[src/rtl/compressor_result_serializer_pkg.sv]
// Shared definitions for the compressor result serializer.
// - state_t      : frame FSM states (idle / shifting data bits / parity beat)
// - even_parity  : parity bit that makes the XOR of data plus parity equal 0
// - FRAME_LEN    : beats per frame for the default 28-bit (mul14) result
package compressor_result_serializer_pkg;

  typedef enum logic [1:0] {
    IDLE,
    SHIFT,
    PAR
  } state_t;

  localparam int unsigned NCOL_DEF  = 28;
  localparam int unsigned FRAME_LEN = NCOL_DEF + 1;

  // Widest result word the parity helper accepts; narrower words are zero-extended.
  localparam int unsigned PAR_MAX_W = 64;

  function automatic logic even_parity(input logic [PAR_MAX_W-1:0] v);
    return ^v;
  endfunction

endpackage

[src/rtl/compressor_result_serializer_shift.sv]
// Datapath of the serializer: shadow register, bit index and the registered
// sout/valid/last output stage.
// Ports:
//   clk_i, rst_i      clock, async active-high reset
//   load_i            capture dst_i/par_i and present bit 0 next cycle
//   dst_i, par_i      result word and its precomputed even parity
//   shift_i           current data beat accepted, present the next data bit
//   to_par_i          final data beat accepted, present the parity bit
//   drain_i           parity beat accepted, drop valid
//   last_data_o       the bit on sout_o is data bit NCOL-1
//   sout_o, sout_valid_o, sout_last_o  registered serial output stage
module serializer_shift_core #(
  parameter int unsigned NCOL  = 28,
  parameter int unsigned CNT_W = 5
) (
  input  logic            clk_i,
  input  logic            rst_i,
  input  logic            load_i,
  input  logic [NCOL-1:0] dst_i,
  input  logic            par_i,
  input  logic            shift_i,
  input  logic            to_par_i,
  input  logic            drain_i,
  output logic            last_data_o,
  output logic            sout_o,
  output logic            sout_valid_o,
  output logic            sout_last_o
);

  // Bit 0 goes straight to the output register on capture, so the shadow only
  // needs to hold the remaining NCOL-1 bits.
  logic [NCOL-2:0]  shadow_q, shadow_d;
  logic [CNT_W-1:0] idx_q, idx_d;
  logic             par_q, par_d;
  logic             sout_q, sout_d;
  logic             valid_q, valid_d;
  logic             last_q, last_d;

  always_comb begin
    shadow_d = shadow_q;
    idx_d    = idx_q;
    par_d    = par_q;
    sout_d   = sout_q;
    valid_d  = valid_q;
    last_d   = last_q;
    if (load_i) begin
      shadow_d = dst_i[NCOL-1:1];
      idx_d    = '0;
      par_d    = par_i;
      sout_d   = dst_i[0];
      valid_d  = 1'b1;
      last_d   = 1'b0;
    end else if (shift_i) begin
      shadow_d = shadow_q >> 1;
      idx_d    = idx_q + 1'b1;
      sout_d   = shadow_q[0];
    end else if (to_par_i) begin
      sout_d   = par_q;
      last_d   = 1'b1;
    end else if (drain_i) begin
      sout_d   = 1'b0;
      valid_d  = 1'b0;
      last_d   = 1'b0;
    end
  end

  always_ff @(posedge clk_i or posedge rst_i) begin
    if (rst_i) begin
      shadow_q <= '0;
      idx_q    <= '0;
      par_q    <= 1'b0;
      sout_q   <= 1'b0;
      valid_q  <= 1'b0;
      last_q   <= 1'b0;
    end else begin
      shadow_q <= shadow_d;
      idx_q    <= idx_d;
      par_q    <= par_d;
      sout_q   <= sout_d;
      valid_q  <= valid_d;
      last_q   <= last_d;
    end
  end

  assign last_data_o  = (idx_q == CNT_W'(NCOL - 1));
  assign sout_o       = sout_q;
  assign sout_valid_o = valid_q;
  assign sout_last_o  = last_q;

endmodule

[src/rtl/compressor_result_serializer.sv]
// Captures the compressor's parallel sum word and shifts it out LSB first,
// followed by an even-parity beat, over a valid/ready serial interface.
// Ports:
//   clk, rst             clock, async active-high reset
//   dst                  compressor result (bit i = dst<i>)
//   cap_valid/cap_ready  capture handshake; ready only while idle
//   sout, sout_valid     serial bit and its valid
//   sout_last            the current bit is the parity (final) beat
//   sout_ready           downstream accepts the current bit
//   overrun              sticky: capture requested while busy; clr_ovr clears
//   frame_cnt            completed frames, wraps silently
module compressor_result_serializer
  import compressor_result_serializer_pkg::*;
#(
  parameter int unsigned NCOL   = 28,
  parameter int unsigned CNT_W  = 5,
  parameter int unsigned FCNT_W = 16
) (
  input  logic              clk,
  input  logic              rst,
  input  logic [NCOL-1:0]   dst,
  input  logic              cap_valid,
  output logic              cap_ready,
  output logic              sout,
  output logic              sout_valid,
  output logic              sout_last,
  input  logic              sout_ready,
  output logic              overrun,
  input  logic              clr_ovr,
  output logic [FCNT_W-1:0] frame_cnt
);

  state_t state_q, state_d;

  logic              overrun_q, overrun_d;
  logic [FCNT_W-1:0] frame_cnt_q, frame_cnt_d;

  logic accept;
  logic last_data;
  logic load, shift, to_par, drain;

  assign accept = sout_valid & sout_ready;

  serializer_shift_core #(
    .NCOL  (NCOL),
    .CNT_W (CNT_W)
  ) u_core (
    .clk_i        (clk),
    .rst_i        (rst),
    .load_i       (load),
    .dst_i        (dst),
    .par_i        (even_parity(PAR_MAX_W'(dst))),
    .shift_i      (shift),
    .to_par_i     (to_par),
    .drain_i      (drain),
    .last_data_o  (last_data),
    .sout_o       (sout),
    .sout_valid_o (sout_valid),
    .sout_last_o  (sout_last)
  );

  always_ff @(posedge clk or posedge rst) begin
    if (rst) state_q <= IDLE;
    else     state_q <= state_d;
  end

  always_comb begin
    state_d = state_q;
    unique case (state_q)
      IDLE:    if (cap_valid)            state_d = SHIFT;
      SHIFT:   if (accept && last_data)  state_d = PAR;
      PAR:     if (accept)               state_d = IDLE;
      default:                           state_d = IDLE;
    endcase
  end

  always_comb begin
    cap_ready = (state_q == IDLE);
    load      = (state_q == IDLE)  && cap_valid;
    shift     = (state_q == SHIFT) && accept && !last_data;
    to_par    = (state_q == SHIFT) && accept &&  last_data;
    drain     = (state_q == PAR)   && accept;
  end

  // A set event in the same cycle as clr_ovr wins.
  always_comb begin
    overrun_d   = overrun_q;
    frame_cnt_d = frame_cnt_q;
    if (cap_valid && !cap_ready) overrun_d = 1'b1;
    else if (clr_ovr)            overrun_d = 1'b0;
    if (drain)                   frame_cnt_d = frame_cnt_q + 1'b1;
  end

  always_ff @(posedge clk or posedge rst) begin
    if (rst) begin
      overrun_q   <= 1'b0;
      frame_cnt_q <= '0;
    end else begin
      overrun_q   <= overrun_d;
      frame_cnt_q <= frame_cnt_d;
    end
  end

  assign overrun   = overrun_q;
  assign frame_cnt = frame_cnt_q;

endmodule

[config.mk]
export PLATFORM = sky130hd
export DESIGN_NAME = compressor_result_serializer
export DESIGN_NICKNAME = d
export VERILOG_FILES = /design/src/rtl/compressor_result_serializer_pkg.sv /design/src/rtl/compressor_result_serializer_shift.sv /design/src/rtl/compressor_result_serializer.sv
export SDC_FILE = /design/constraint.sdc
export NUM_CORES = 1
export LEC_CHECK = 0
export ABC_AREA = 1
export CAP_MARGIN = 15
export CELL_PAD_IN_SITES_DETAIL_PLACEMENT = 1
export CELL_PAD_IN_SITES_GLOBAL_PLACEMENT = 1
export CORE_ASPECT_RATIO = 0.7
export CORE_UTILIZATION = 43
export CTS_BUF_LIST = sky130_fd_sc_hd__clkbuf_2
export DETAILED_ROUTE_END_ITERATION = 12
export GPL_TIMING_DRIVEN = 0
export PLACE_DENSITY_LB_ADDON = 0.12
export RECOVER_POWER = 25
export SLEW_MARGIN = 15
export SYNTH_ARGS = -nofsm -noshare
export SYNTH_HDL_FRONTEND = slang
export SYNTH_SLANG_ARGS = --single-unit
[constraint.sdc]
create_clock -name clk -period 4.5 [get_ports clk]
set_clock_uncertainty 0.2 [all_clocks]
set_input_delay 0.9 -clock clk [delete_from_list [all_inputs] [get_ports clk]]
set_output_delay 0.9 -clock clk [all_outputs]
set_load 0.02 [all_outputs]
Yosys cells after proc, flatten, opt, wreduce, memory -nomap -nowiden. Index checks and enable logic that the tools add are counted.

$add $sub $neg: 2. Muxes and demuxes: 20. Divide/modulo/power cells: 0. Equality and inequality tests: 8. $lt $le $gt $ge: 0. Reductions and logical operators: 19. Multipliers: 0. Bitwise gates (word level): 1. Shift-type cells: 0.

Operators with widths (number): XOR reduction 64 bit (1); two-way mux 27 bit (2); adder 16 x 1 -> 16 bit (second input constant) (1); two-way mux 1 bit (12); two-way mux 5 bit (2); inequality test 2 bit (second input constant) (5); logical AND 1 bit (7); two-way mux 2 bit (3); case mux 2 bit (3 select lines) (1); AND reduction 3 bit (2); nonzero test 2 bit (3); adder 5 x 1 -> 5 bit (second input constant) (1); == test 5 bit (second input constant) (1); nonzero test 4 bit (1); nonzero test 3 bit (1); == test 2 x 1 -> 1 bit (second input constant) (1); == test 2 bit (second input constant) (1); zero test 1 bit (2); zero test 2 bit (1); AND reduction 2 bit (1); AND 1 bit (1).

Logic and storage cells: 59. Memories: 0. Output and inout port bits: 21. Input bits: 33. Bits in latches: 0. RAM bits: 0. Register bits after elaboration: 55. Bits in read-only memories: 0.

Logic depth before layout (Yosys ltp). Gate-level depths: netlist of run 1.

Depth after elaboration: 6. Mapped depth: 13. Gate-level depth less buffers: 13.

By module. Synthesis of run 1 repeated with hierarchy kept, for this count alone.

Cells, all modules: 475. Area, all modules: 3468.3 um2.

By module, submodules not included: serializer_shift_core (seq. area each 900.9 um2, instances 1, cells each 197, area each 1803.0 um2); compressor_result_serializer (seq. area each 475.5 um2, instances 1, cells each 278, area each 1665.3 um2).

Worst setup path before layout of run 1. OpenSTA, ideal clock, no wires.

Path type: input to register. Start: input port sout_ready. End: register u_core.shadow_q[16]. Arrival: 1.749 ns. Library setup time: 0.137 ns. Stages: 8. Path buffers: 1. Path slack: 2.413 ns. Required time: 4.163 ns. Path through: nand2_1 nor2_4 nand2_1 nand2_2 inv_1 buf_2 nand2_1 o221ai_1.

Word-level cells in the longest chain between the ends: 4.

Ends and longest elaborated chain: from (decl) (line compressor_result_serializer.sv:27) `input logic sout_ready,`; AND 1 bit (line compressor_result_serializer.sv:42) `assign accept = sout_valid & sout_ready;`; logical AND 1 bit (2 in a row) (line compressor_result_serializer.sv:80) `shift = (state_q == SHIFT) && accept && !last_data;`; nonzero test 2 bit (no source line); to (signal assigned) (line compressor_result_serializer_shift.sv:76) `shadow_q <= shadow_d;`; to (decl) (line compressor_result_serializer_shift.sv:32) `logic [NCOL-2:0] shadow_q, shadow_d;`.

No other way between the ends. A chain may end at the register's enable or synchronous reset.

==> metrics.md, run 1 <==
| Metric | Value |
|---|---|
| Minimum clock period | `2.87 ns` |
| Finished Layout Cells | `544` |
| Post-CTS setup buffer count | `0` |
| Antenna violations before repair | `0` |
| Buf+Inv Stages, Crit Path | `2` |
| Yosys top cell area share | `45.3%` |
| Die ar. | `7420 sq um` |
| Initial Util | `44.8%` |
| Sequential area share after synthesis | `45.3%` |
| Hold Fails Final Rpt | `0` |
| Status | `finished with violations` |
| Mapped cell area | `3040 sq um` |
| Vias per cell | `5.06` |
| Slew headroom | `-66.0%` |
| Vias in the first global route | `2924` |
| Met3 usage | `3.47%` |
| Crit path required time | `4.52 ns` |
| Layout cells sized above 1 | `5.33%` |
| Final setup vio count | `0` |
| DRT Wirelength | `8200 um` |
| Final TNS setup | `0 ns` |
| Final GP Congestion | `0.787` |
| Least-Margin Pin Slew | `2.48 ns` |
| Most frequent cells after synthesis | `144 x nand2_1, 55 x dfrtp_1, 47 x inv_1` |
| CP max stage delay | `1.40 ns` |
| Max rail drop VDD | `0.104 mV` |
| Busiest grt layer | `met2` |
| CP Max Fanout | `55` |
| Synth Register Bits | `55` |
| EDFF count, synth | `0` |
| Syn nets | `426` |
| Synthesized area per cell | `7.78 sq um` |
| Final nets | `486` |
| H-tree depth | `2` |
| Grt ovf | `0` |
| CP max stage cell | `clkinvlp_2` |
| IO Count | `54` |
| Most common cell in the netlist | `nand2_1` |
| Synth Warn # | `0` |
| Top_reg_cell synth | `dfrtp_1` |
| Pre-CTS setup slack | `1.51 ns` |
| CTS tree | `yes` |
| Resized Gates After CTS | `0` |
| # diodes | `0` |
| CP Launch Point | `rst` |
| ANT nets after route | `0` |
| Placed cells | `538` |
| Residual DRC | `0` |
| Crit share post-route | `63.8%` |
| Crit Path Class | `input port to asynchronous set/reset pin` |
| # fillers | `877` |
| CTS Sinks | `55` |
| Core area | `6790 sq um` |
| Synth top area cells | `dfrtp_1 45%, nand2_1 18%, nand3_1 5.9%` |
| Class of the worst hold path | `flop to flop` |
| Worst path top cell family by delay | `buffers and inverters` |
| CP arrival | `2.89 ns` |
| DRT iter0 DRCs | `106` |
| Highest clock rate | `348 MHz` |
| Failing checks | `max-capacitance violations, max-slew violations` |
| Worst hold start | `frame_cnt[14]` |
| Crit path cell chain | `dlygate4sd3_1, clkinvlp_2` |
| Worst setup margin | `1.63 ns` |
| Final core occ | `54.6%` |
| Area Overhead vs Synth | `21.9%` |
| Pwr Density | `216 nW/um^2` |
| Yosys cell types | `30` |
| Die H | `72.4 um` |
| Max Cap Viol | `1` |
| First-pass GRT wire length | `13900 um` |
| GR Layer Usage met2 | `39.3%` |
| Root buf cell | `clkbuf_2` |
| Die Wd | `103 um` |
| Routed len/inst | `15.1 um` |
| R2R Path Start | `u_core.idx_q[0]` |
| DP HPWL | `6440 um` |
| CP Launch Type | `input port` |
| Grt met1 use | `36.1%` |
| Pins over their slew limit | `56` |
| Total Routing Usage GR | `24.6%` |
| TritonRoute pass-1 iters | `4` |
| Synth area leader | `dfrtp_1` |
| Via count | `2750` |
| Rows | `25` |
| Worst-Skew Late Latency | `0.42 ns` |
| Cells after synthesis | `391` |
| Cts bufs inserted | `5` |
| Largest net degree at the start of global routing | `56` |
| Clk buf depth | `2` |
| Hold Buf Count CTS | `0` |
| Leak pwr | `0.00186 uW` |
| Worst setup EP type | `asynchronous set/reset pin` |
| Port Buffer Count | `53` |
| Worst-path clk slew | `0.24 ns` |
| Fraction of registers with async set/reset | `100%` |
| RSZ-0062 raised after global routing | `no` |
| Worst hold margin | `0.308 ns` |
## flip-flops by register name, indices dropped and copies added (netlist names)
register and flops:
overrun 1, frame_cnt 16, state_q 2, u_core.idx_q 5, u_core.par_q 1, u_core.sout_o 1, u_core.sout_valid_o 1, u_core.sout_last_o 1
u_core.shadow_q 27
## per-stage QoR
stage	total power [uW]	area [sq um]
2_1_floorplan	572	3040
3_3_place_gp	623	3690
3_5_place_dp	631	3690
4_1_cts	808	3720
5_1_grt	842	3700
6_report	800	3700
## placed cells by master, fill, tap and decap left out, types with 2 or more instances in the layout
cell type / n
o211ai_1: 14
dfrtp_1: 55
clkbuf_2: 6
nor2_1: 16
a21oi_1: 3
nand2_2: 4
clkdlybuf4s50_1: 51
inv_1: 46
xor2_1: 15
nor3_2: 2
nand4_1: 5
xnor2_1: 14
o21ai_0: 7
clkbuf_1: 4
dlygate4sd3_1: 2
buf_2: 6
nand3_1: 36
ha_1: 2
nand2_1: 144
o221ai_1: 5
## kinds of logic after synthesis
| family | share of synthesized area [%] |
|---|---|
| AND/OR/NAND/NOR | 30.6 |
| buffers and inverters | 7.69 |
| AO/OA/AOI/OAI | 7.24 |
| XOR/XNOR | 8.35 |
| adder cells (fa/ha/maj) | 0.823 |
| flip-flops | 45.3 |
## path summary, 6_finish.rpt
kind                                  endpoint  slack, ns  depth (start not counted)
max                               frame_cnt[5]       1.63                          2
min                              frame_cnt[14]       0.31                          1
max reg2reg                u_core.shadow_q[15]       2.37                          8
min reg2reg                      frame_cnt[14]       0.31                          1
max in group clk                     cap_ready       1.68                          2
min in group asynchronous        frame_cnt[12]       1.37                          2
## worst register-to-register path, stage by stage, from the launching register on
cell and delay [ns]:
dfrtp_1 0.46, ha_1 0.18, nand4_1 0.25, nand2_1 0.22, nand2_2 0.16, inv_1 0.15
buf_2 0.26, nand2_1 0.10, o211ai_1 0.11
## layout make-up
class | count | area [sq um] | share of cell area, %
inverter | 50 | 190 | 5.13
multi-input combinational | 276 | 1420 | 38.2
timing repair buffer | 53 | 531 | 14.3
sequential | 55 | 1380 | 37.1
buffer | 10 | 45.0 | 1.22
clock buffer | 6 | 30.0 | 0.811
tap | 94 | 118 | 3.17
## per-layer routing
metal / vias to the layer above / share of wire (%) / routed length (um)
met5: - / 0 / 0
li1: 1354 / - / -
met4: 0 / 0.30 / 25
met3: 2 / 4.7 / 383
met1: 1337 / 49 / 4030
met2: 57 / 46 / 3760
## where the power goes
group / internal [uW] / switching (uW) / leakage, uW
logic: 52.5 / 72.7 / 0.00114
registers: 496 / 0.368 / 0.000692
clock network: 35.1 / 143 / 0.0000249
total: 584 / 216 / 0.00186
Power figures use the tool's default switching activity.
==> run 2, diff against run 1 <==
--- a/config.mk
+++ b/config.mk
@@ -10,7 +10,7 @@
 export CELL_PAD_IN_SITES_DETAIL_PLACEMENT = 1
 export CELL_PAD_IN_SITES_GLOBAL_PLACEMENT = 1
 export CORE_ASPECT_RATIO = 0.7
-export CORE_UTILIZATION = 43
+export CORE_UTILIZATION = 40
 export CTS_BUF_LIST = sky130_fd_sc_hd__clkbuf_2
 export DETAILED_ROUTE_END_ITERATION = 12
 export GPL_TIMING_DRIVEN = 0
==> constraint.sdc (replaced) <==
create_clock -name clk -period 2.8 [get_ports clk]
set_clock_uncertainty 0.2 [all_clocks]
set_input_delay 0.56 -clock clk [delete_from_list [all_inputs] [get_ports clk]]
set_output_delay 0.56 -clock clk [all_outputs]
set_load 0.02 [all_outputs]
==> run 2 against run 1 <==
The run now ends clean. Clock-buffer cell count did not move. Critical path type is now flop to primary output. Register-to-register slack got worse by 1.7 ns. Critical path depth did not move. Sequential power rose by 61%. Sequential cell count did not move. Combinational power rose by 59%. Highest routed layer unchanged. Global-route usage fell by 2.9 points.
==> metrics.md, run 2 (synthesis results as in run 1) <==
| Metric | Value |
|---|---|
| Status | `complete, no violations (was finished with violations)` |
| Worst Hold Path Cells | `1 (unchanged)` |
| Placed cells | `542 (was 538)` |
| Hold endpoint | `frame_cnt[2] (was frame_cnt[14])` |
| Residual DRC | `0 (unchanged)` |
| Final nets | `486 (unchanged)` |
| Rows | `26 (was 25)` |
| Design Power | `1320 uW (was 800 uW)` |
| Initial Util | `41.5% (was 44.8%)` |
| Die Wd | `106 um (was 103 um)` |
| Vias per cell | `5.03 (was 5.06)` |
| ANT nets after route | `0 (unchanged)` |
| Least-Margin Pin Slew | `1.16 ns (was 2.48 ns)` |
| Port Buffer Count | `53 (unchanged)` |
| Highest clock rate | `388 MHz` |
| R2r endpoint | `u_core.shadow_q[8] (was u_core.shadow_q[15])` |
| R2R Path Start | `u_core.idx_q[0] (unchanged)` |
| Final GP Congestion | `0.754 (was 0.787)` |
| CTS Sinks | `55 (unchanged)` |
| Vias in the first global route | `2773 (was 2924)` |
| Antenna violations before repair | `0 (unchanged)` |
| Layout cells sized above 1 | `5.97% (was 5.33%)` |
| Commonest non-fill, non-tap cell in the layout | `nand2_1 (unchanged)` |
| Post-CTS setup buffer count | `0 (unchanged)` |
| RSZ-0062 raised after global routing | `no (unchanged)` |
| Worst setup margin | `0.221 ns (was 1.63 ns)` |
| Worst-path clk slew | `0.28 ns (was 0.24 ns)` |
| Grt ovf | `0 (unchanged)` |
| CP Launch Type | `flop (was input port)` |
| # diodes | `0 (unchanged)` |
| R2R Setup Slk | `0.67 ns (was 2.37 ns)` |
| Crit share post-route | `92.1%` |
| Worst hold margin | `0.325 ns (was 0.308 ns)` |
| Worst path top cell family by delay | `buffers and inverters (unchanged)` |
| Worst-Skew Late Latency | `0.47 ns (was 0.42 ns)` |
| Hold Fails Final Rpt | `0 (unchanged)` |
| CP arrival | `1.82 ns (was 2.89 ns)` |
| Largest net degree at the start of global routing | `56 (unchanged)` |
| Cts bufs inserted | `5 (unchanged)` |
| Slew headroom | `22.6% (was -66.0%)` |
| # fillers | `911 (was 877)` |
| Die H | `74.9 um (was 72.4 um)` |
| Crit path cell chain | `nor2_1, clkdlybuf4s50_1 (was dlygate4sd3_1, clkinvlp_2)` |
| CTS tree | `yes (unchanged)` |
| Area Overhead vs Synth | `22.9% (was 21.9%)` |
| Most flops, register | `u_core.shadow_q (unchanged)` |
| DP HPWL | `6190 um (was 6440 um)` |
| Die ar. | `7960 sq um (was 7420 sq um)` |
| Minimum clock period | `2.58 ns` |
| IO Count | `54 (unchanged)` |
| H-tree depth | `2 (unchanged)` |
| Crit Path Class | `flop to primary output (was input port to asynchronous set/reset pin)` |
| Via count | `2767 (was 2750)` |
| Crit path required time | `2.04 ns (was 4.52 ns)` |
| R2R depth | `8 (unchanged)` |
| Hold Buf Count CTS | `0 (unchanged)` |
| Total Routing Usage GR | `21.7% (was 24.6%)` |
| DRT iter0 DRCs | `129 (was 106)` |
| Max reg flops | `27 (unchanged)` |
| Finished Layout Cells | `550 (was 544)` |
| First-pass GRT wire length | `13300 um (was 13900 um)` |
| DRT Wirelength | `8020 um (was 8200 um)` |
| CP max stage delay | `0.63 ns (was 1.40 ns)` |
| Leak pwr | `0.00188 uW (was 0.00186 uW)` |
| Worst hold start | `frame_cnt[2] (was frame_cnt[14])` |
| Resized Gates After CTS | `0 (unchanged)` |
| Routed len/inst | `14.6 um (was 15.1 um)` |
| Core area | `7320 sq um (was 6790 sq um)` |
| Area taken by multi-input logic gates | `1430 sq um (was 1420 sq um)` |
| Most frequent cells in the layout | `144 x nand2_1, 55 x dfrtp_1, 52 x clkdlybuf4s50_1, 46 x inv_1, 36 x nand3_1 (was 144 x nand2_1, 55 x dfrtp_1, 51 x clkdlybuf4s50_1, 46 x inv_1, 36 x nand3_1)` |
| Buf+Inv Stages, Crit Path | `1 (was 2)` |
| TritonRoute pass-1 iters | `4 (unchanged)` |
| Final setup vio count | `0 (unchanged)` |
| Root buf cell | `clkbuf_2 (unchanged)` |
| Class of the worst hold path | `flop to flop (unchanged)` |
| Max Cap Viol | `0 (was 1)` |
| Pwr Density | `353 nW/um^2 (was 216 nW/um^2)` |
| Worst setup EP type | `primary output (was asynchronous set/reset pin)` |
| Pins over their slew limit | `0 (was 56)` |
| Max rail drop VDD | `0.163 mV (was 0.104 mV)` |
| Pre-CTS setup slack | `0.173 ns (was 1.51 ns)` |
| Storage cell area | `1380 sq um (unchanged)` |
| Final TNS setup | `0 ns (unchanged)` |
| CP max stage cell | `clkdlybuf4s50_1 (was clkinvlp_2)` |
| Clk buf depth | `2 (unchanged)` |
| CP Max Fanout | `5 (was 55)` |
[run 2: metrics by stage]
step | instance area [sq um] | util (%)
floorplan | 3040 | -
global route | 3740 | 51.0
detailed placement | 3700 | 50.5
CTS | 3740 | 51.1
finish | 3740 | 51.0
global placement | 3690 | 50.5
[run 2: layer usage]
| layer | vias up | GRT usage, % | routed length (um) | part of all wire [%] |
|---|---|---|---|---|
| met1 | 1341 | 31.3 | 3990 | 50 |
| met5 | - | 0 | 0 | 0 |
| met3 | 8 | 3.12 | 400 | 5.0 |
| li1 | 1362 | - | - | - |
| met2 | 56 | 35.3 | 3550 | 44 |
| met4 | 0 | 4.63 | 70 | 0.87 |
[run 2: worst max-delay path by stage]
stage               start  cells past startpoint                  to  slack, ns
3_5_place_dp   sout_ready                      9  u_core.shadow_q[9]       0.17
6_report       state_q[1]                      2           cap_ready       0.22
5_1_grt        state_q[1]                      2           cap_ready       0.15
3_3_place_gp          rst                      2        frame_cnt[1]      -0.44
4_1_cts        state_q[1]                      2           cap_ready       0.19
2_1_floorplan         rst                      1        frame_cnt[0]       0.70
[run 2: cell type report]
type / instances / area share [%]
inverter: 50 / 5.06
tap: 98 / 3.28
sequential: 55 / 36.8
buffer: 10 / 1.21
multi-input combinational: 276 / 38.3
clock buffer: 6 / 0.804
timing repair buffer: 53 / 14.2
clock inverter: 2 / 0.335
[run 2: power by group]
part           switching [uW]  total [uW]  internal (uW)  leakage (uW)
clock                     259         322           63.3     0.0000290
sequential              0.591         798            798      0.000692
combinational             115         199           84.6       0.00116
total                     374        1320            946       0.00188
==> run 3, diff against run 2 <==
--- a/config.mk
+++ b/config.mk
@@ -10,8 +10,7 @@
 export CELL_PAD_IN_SITES_DETAIL_PLACEMENT = 1
 export CELL_PAD_IN_SITES_GLOBAL_PLACEMENT = 1
 export CORE_ASPECT_RATIO = 0.7
-export CORE_UTILIZATION = 40
-export CTS_BUF_LIST = sky130_fd_sc_hd__clkbuf_2
+export CORE_UTILIZATION = 39
 export DETAILED_ROUTE_END_ITERATION = 12
 export GPL_TIMING_DRIVEN = 0
 export PLACE_DENSITY_LB_ADDON = 0.12
==> run 3 against run 2 <==
Non-clock buffer count did not move. Critical path depth rose by 8. Combinational power barely moved. Largest power group unchanged.
==> metrics.md, run 3 (synthesis results as in run 1) <==
| Metric | Value |
|---|---|
| Port Buffer Count | `53 (unchanged)` |
| Worst path top cell family by delay | `buffers and inverters (unchanged)` |
| ANT nets after route | `0 (unchanged)` |
| Worst setup EP type | `flop (was primary output)` |
| Resized Gates After CTS | `0 (unchanged)` |
| Clk buf depth | `2 (unchanged)` |
| IO Count | `54 (unchanged)` |
| Crit share post-route | `85.3% (was 92.1%)` |
| Hold Fails Final Rpt | `0 (unchanged)` |
| Pins over their slew limit | `0 (unchanged)` |
| Max Cap Viol | `0 (unchanged)` |
| CP arrival | `2.41 ns (was 1.82 ns)` |
| Buf+Inv Stages, Crit Path | `4 (was 1)` |
| Final nets | `486 (unchanged)` |
| Total Routing Usage GR | `22.1% (was 21.7%)` |
| Least-Margin Pin Slew | `1.19 ns (was 1.16 ns)` |
| Worst-path clk slew | `0.10 ns (was 0.28 ns)` |
| DP HPWL | `6330 um (was 6190 um)` |
| Max rail drop VDD | `0.209 mV (was 0.163 mV)` |
| RSZ-0062 raised after global routing | `no (unchanged)` |
| Final setup vio count | `0 (unchanged)` |
| H-tree depth | `2 (unchanged)` |
| Antenna violations before repair | `0 (unchanged)` |
| Hold Buf Count CTS | `0 (unchanged)` |
| Die ar. | `8160 sq um (was 7960 sq um)` |
| CP max stage cell | `dlygate4sd3_1 (was clkdlybuf4s50_1)` |
| Class of the worst hold path | `flop to flop (unchanged)` |
| Largest net degree at the start of global routing | `56 (unchanged)` |
| Final GP Congestion | `0.774 (was 0.754)` |
| # diodes | `0 (unchanged)` |
| Root buf cell | `clkbuf_8 (was clkbuf_2)` |
| Slew headroom | `20.5% (was 22.6%)` |
| Grt ovf | `0 (unchanged)` |
| Vias per cell | `4.96 (was 5.03)` |
| Pwr Density | `408 nW/um^2 (was 353 nW/um^2)` |
| Most flops, register | `u_core.shadow_q (unchanged)` |
| Commonest non-fill, non-tap cell in the layout | `nand2_1 (unchanged)` |
| Worst-Skew Late Latency | `0.32 ns (was 0.47 ns)` |
| Status | `complete, no violations (unchanged)` |
| DRT iter0 DRCs | `176 (was 129)` |
| CTS Sinks | `55 (unchanged)` |
| Routed len/inst | `15.0 um (was 14.6 um)` |
| CP max stage delay | `0.56 ns (was 0.63 ns)` |
| Minimum clock period | `2.39 ns (was 2.58 ns)` |
| First-pass GRT wire length | `13500 um (was 13300 um)` |
| Rows | `26 (unchanged)` |
| Residual DRC | `0 (unchanged)` |
| CP Max Fanout | `7 (was 5)` |
| CP Launch Type | `input port (was flop)` |
| Worst hold margin | `0.296 ns (was 0.325 ns)` |
| CTS tree | `yes (unchanged)` |
| Area Overhead vs Synth | `24.7% (was 22.9%)` |
| Core area | `7420 sq um (was 7320 sq um)` |
| Layout cells sized above 1 | `5.75% (was 5.97%)` |
| Die H | `75.9 um (was 74.9 um)` |
| Post-DP Area | `3700 sq um (unchanged)` |
| Final TNS setup | `0 ns (unchanged)` |
| Vias in the first global route | `2662 (was 2773)` |
| Final instance area | `3790 sq um (was 3740 sq um)` |
| Via count | `2726 (was 2767)` |
| Crit Path Class | `input port to flop (was flop to primary output)` |
| Die Wd | `108 um (was 106 um)` |
| Most frequent cells in the layout | `144 x nand2_1, 55 x dfrtp_1, 50 x clkdlybuf4s50_1, 46 x inv_1, 36 x nand3_1 (was 144 x nand2_1, 55 x dfrtp_1, 52 x clkdlybuf4s50_1, 46 x inv_1, 36 x nand3_1)` |
| Highest clock rate | `418 MHz (was 388 MHz)` |
| Cts bufs inserted | `5 (unchanged)` |
| Post-CTS setup buffer count | `0 (unchanged)` |
| Initial Util | `41.0% (was 41.5%)` |
| Leak pwr | `0.00190 uW (was 0.00188 uW)` |
| DRT Wirelength | `8260 um (was 8020 um)` |
| Max reg flops | `27 (unchanged)` |
| Crit path cell chain | `dlygate4sd3_1, nand4_1, clkinv_2, nand2_2, inv_2, nand3_1, nor2_1, nand2_1, xor2_1, inv_1 (was nor2_1, clkdlybuf4s50_1)` |
| TritonRoute pass-1 iters | `4 (unchanged)` |
| Crit path required time | `2.82 ns (was 2.04 ns)` |
==> run 3: changes by cell type in the layout (fill, tap and decap cells not counted) <==
cell             delta
nand4_4             -1
clkinvlp_4          -1
clkdlybuf4s50_1     -2
clkinv_4            +1
bufinv_16           +1
dlygate4sd3_1       +2
nand4_1             +1
clkbuf_2            -6
clkbuf_8            +5
==> run 3: cell type report <==
class,instances,area (sq um)
Fill cell,947,3630
Multi-Input combinational cell,276,1420
Sequential cell,55,1380
Timing Repair Buffer,53,531
Inverter,50,189
Tap cell,98,123
Clock buffer,5,68.8
Buffer,10,45.0
Clock inverter,3,43.8
==> run 3: final timing paths <==
path	start	endpoint	slack, ns	cells past startpoint
max	sout_ready	frame_cnt[13]	0.41	10
min	u_core.shadow_q[6]	u_core.shadow_q[6]	0.30	2
max reg2reg	u_core.idx_q[0]	u_core.shadow_q[15]	0.63	8
min reg2reg	u_core.shadow_q[6]	u_core.shadow_q[6]	0.30	2
max in group asynchronous	rst	u_core.shadow_q[12]	0.86	2
min in group asynchronous	rst	frame_cnt[15]	0.80	2
==> run 3: metrics by stage <==
stage | setup WS [ns] | power [uW] | util (%) | instances
2_1_floorplan | 0.697 | 919 | - | 391
3_3_place_gp | -0.455 | 1000 | 49.8 | 542
3_5_place_dp | 0.165 | 1010 | 49.8 | 542
4_1_cts | 0.404 | 1560 | 51.3 | 550
5_1_grt | 0.249 | 1610 | 51.1 | 550
6_report | 0.410 | 1550 | 51.1 | 550
==> run 3: per-layer routing <==
metal  vias to the layer above  track usage, %  routed length [um]
met5                         -               0                   0
met4                         0            6.09                  81
met3                         8            3.42                 390
met2                        57            33.7                3460
met1                      1304            32.6                4330
li1                       1357               -                   -
==> run 3: power by group <==
part           total, uW  switching (uW)  internal, uW
Sequential           795           0.581           795
Clock                552             285           267
Combinational        200             117          84.0
==> run 3: worst reg2reg max path, delay by kind of cell, from the launching register on <==
family,cells,cell delay [ns]
AND/OR/NAND/NOR,4,0.74
buffers and inverters,2,0.42
flip-flops,1,0.42
adder cells (fa/ha/maj),1,0.20
AO/OA/AOI/OAI,1,0.10
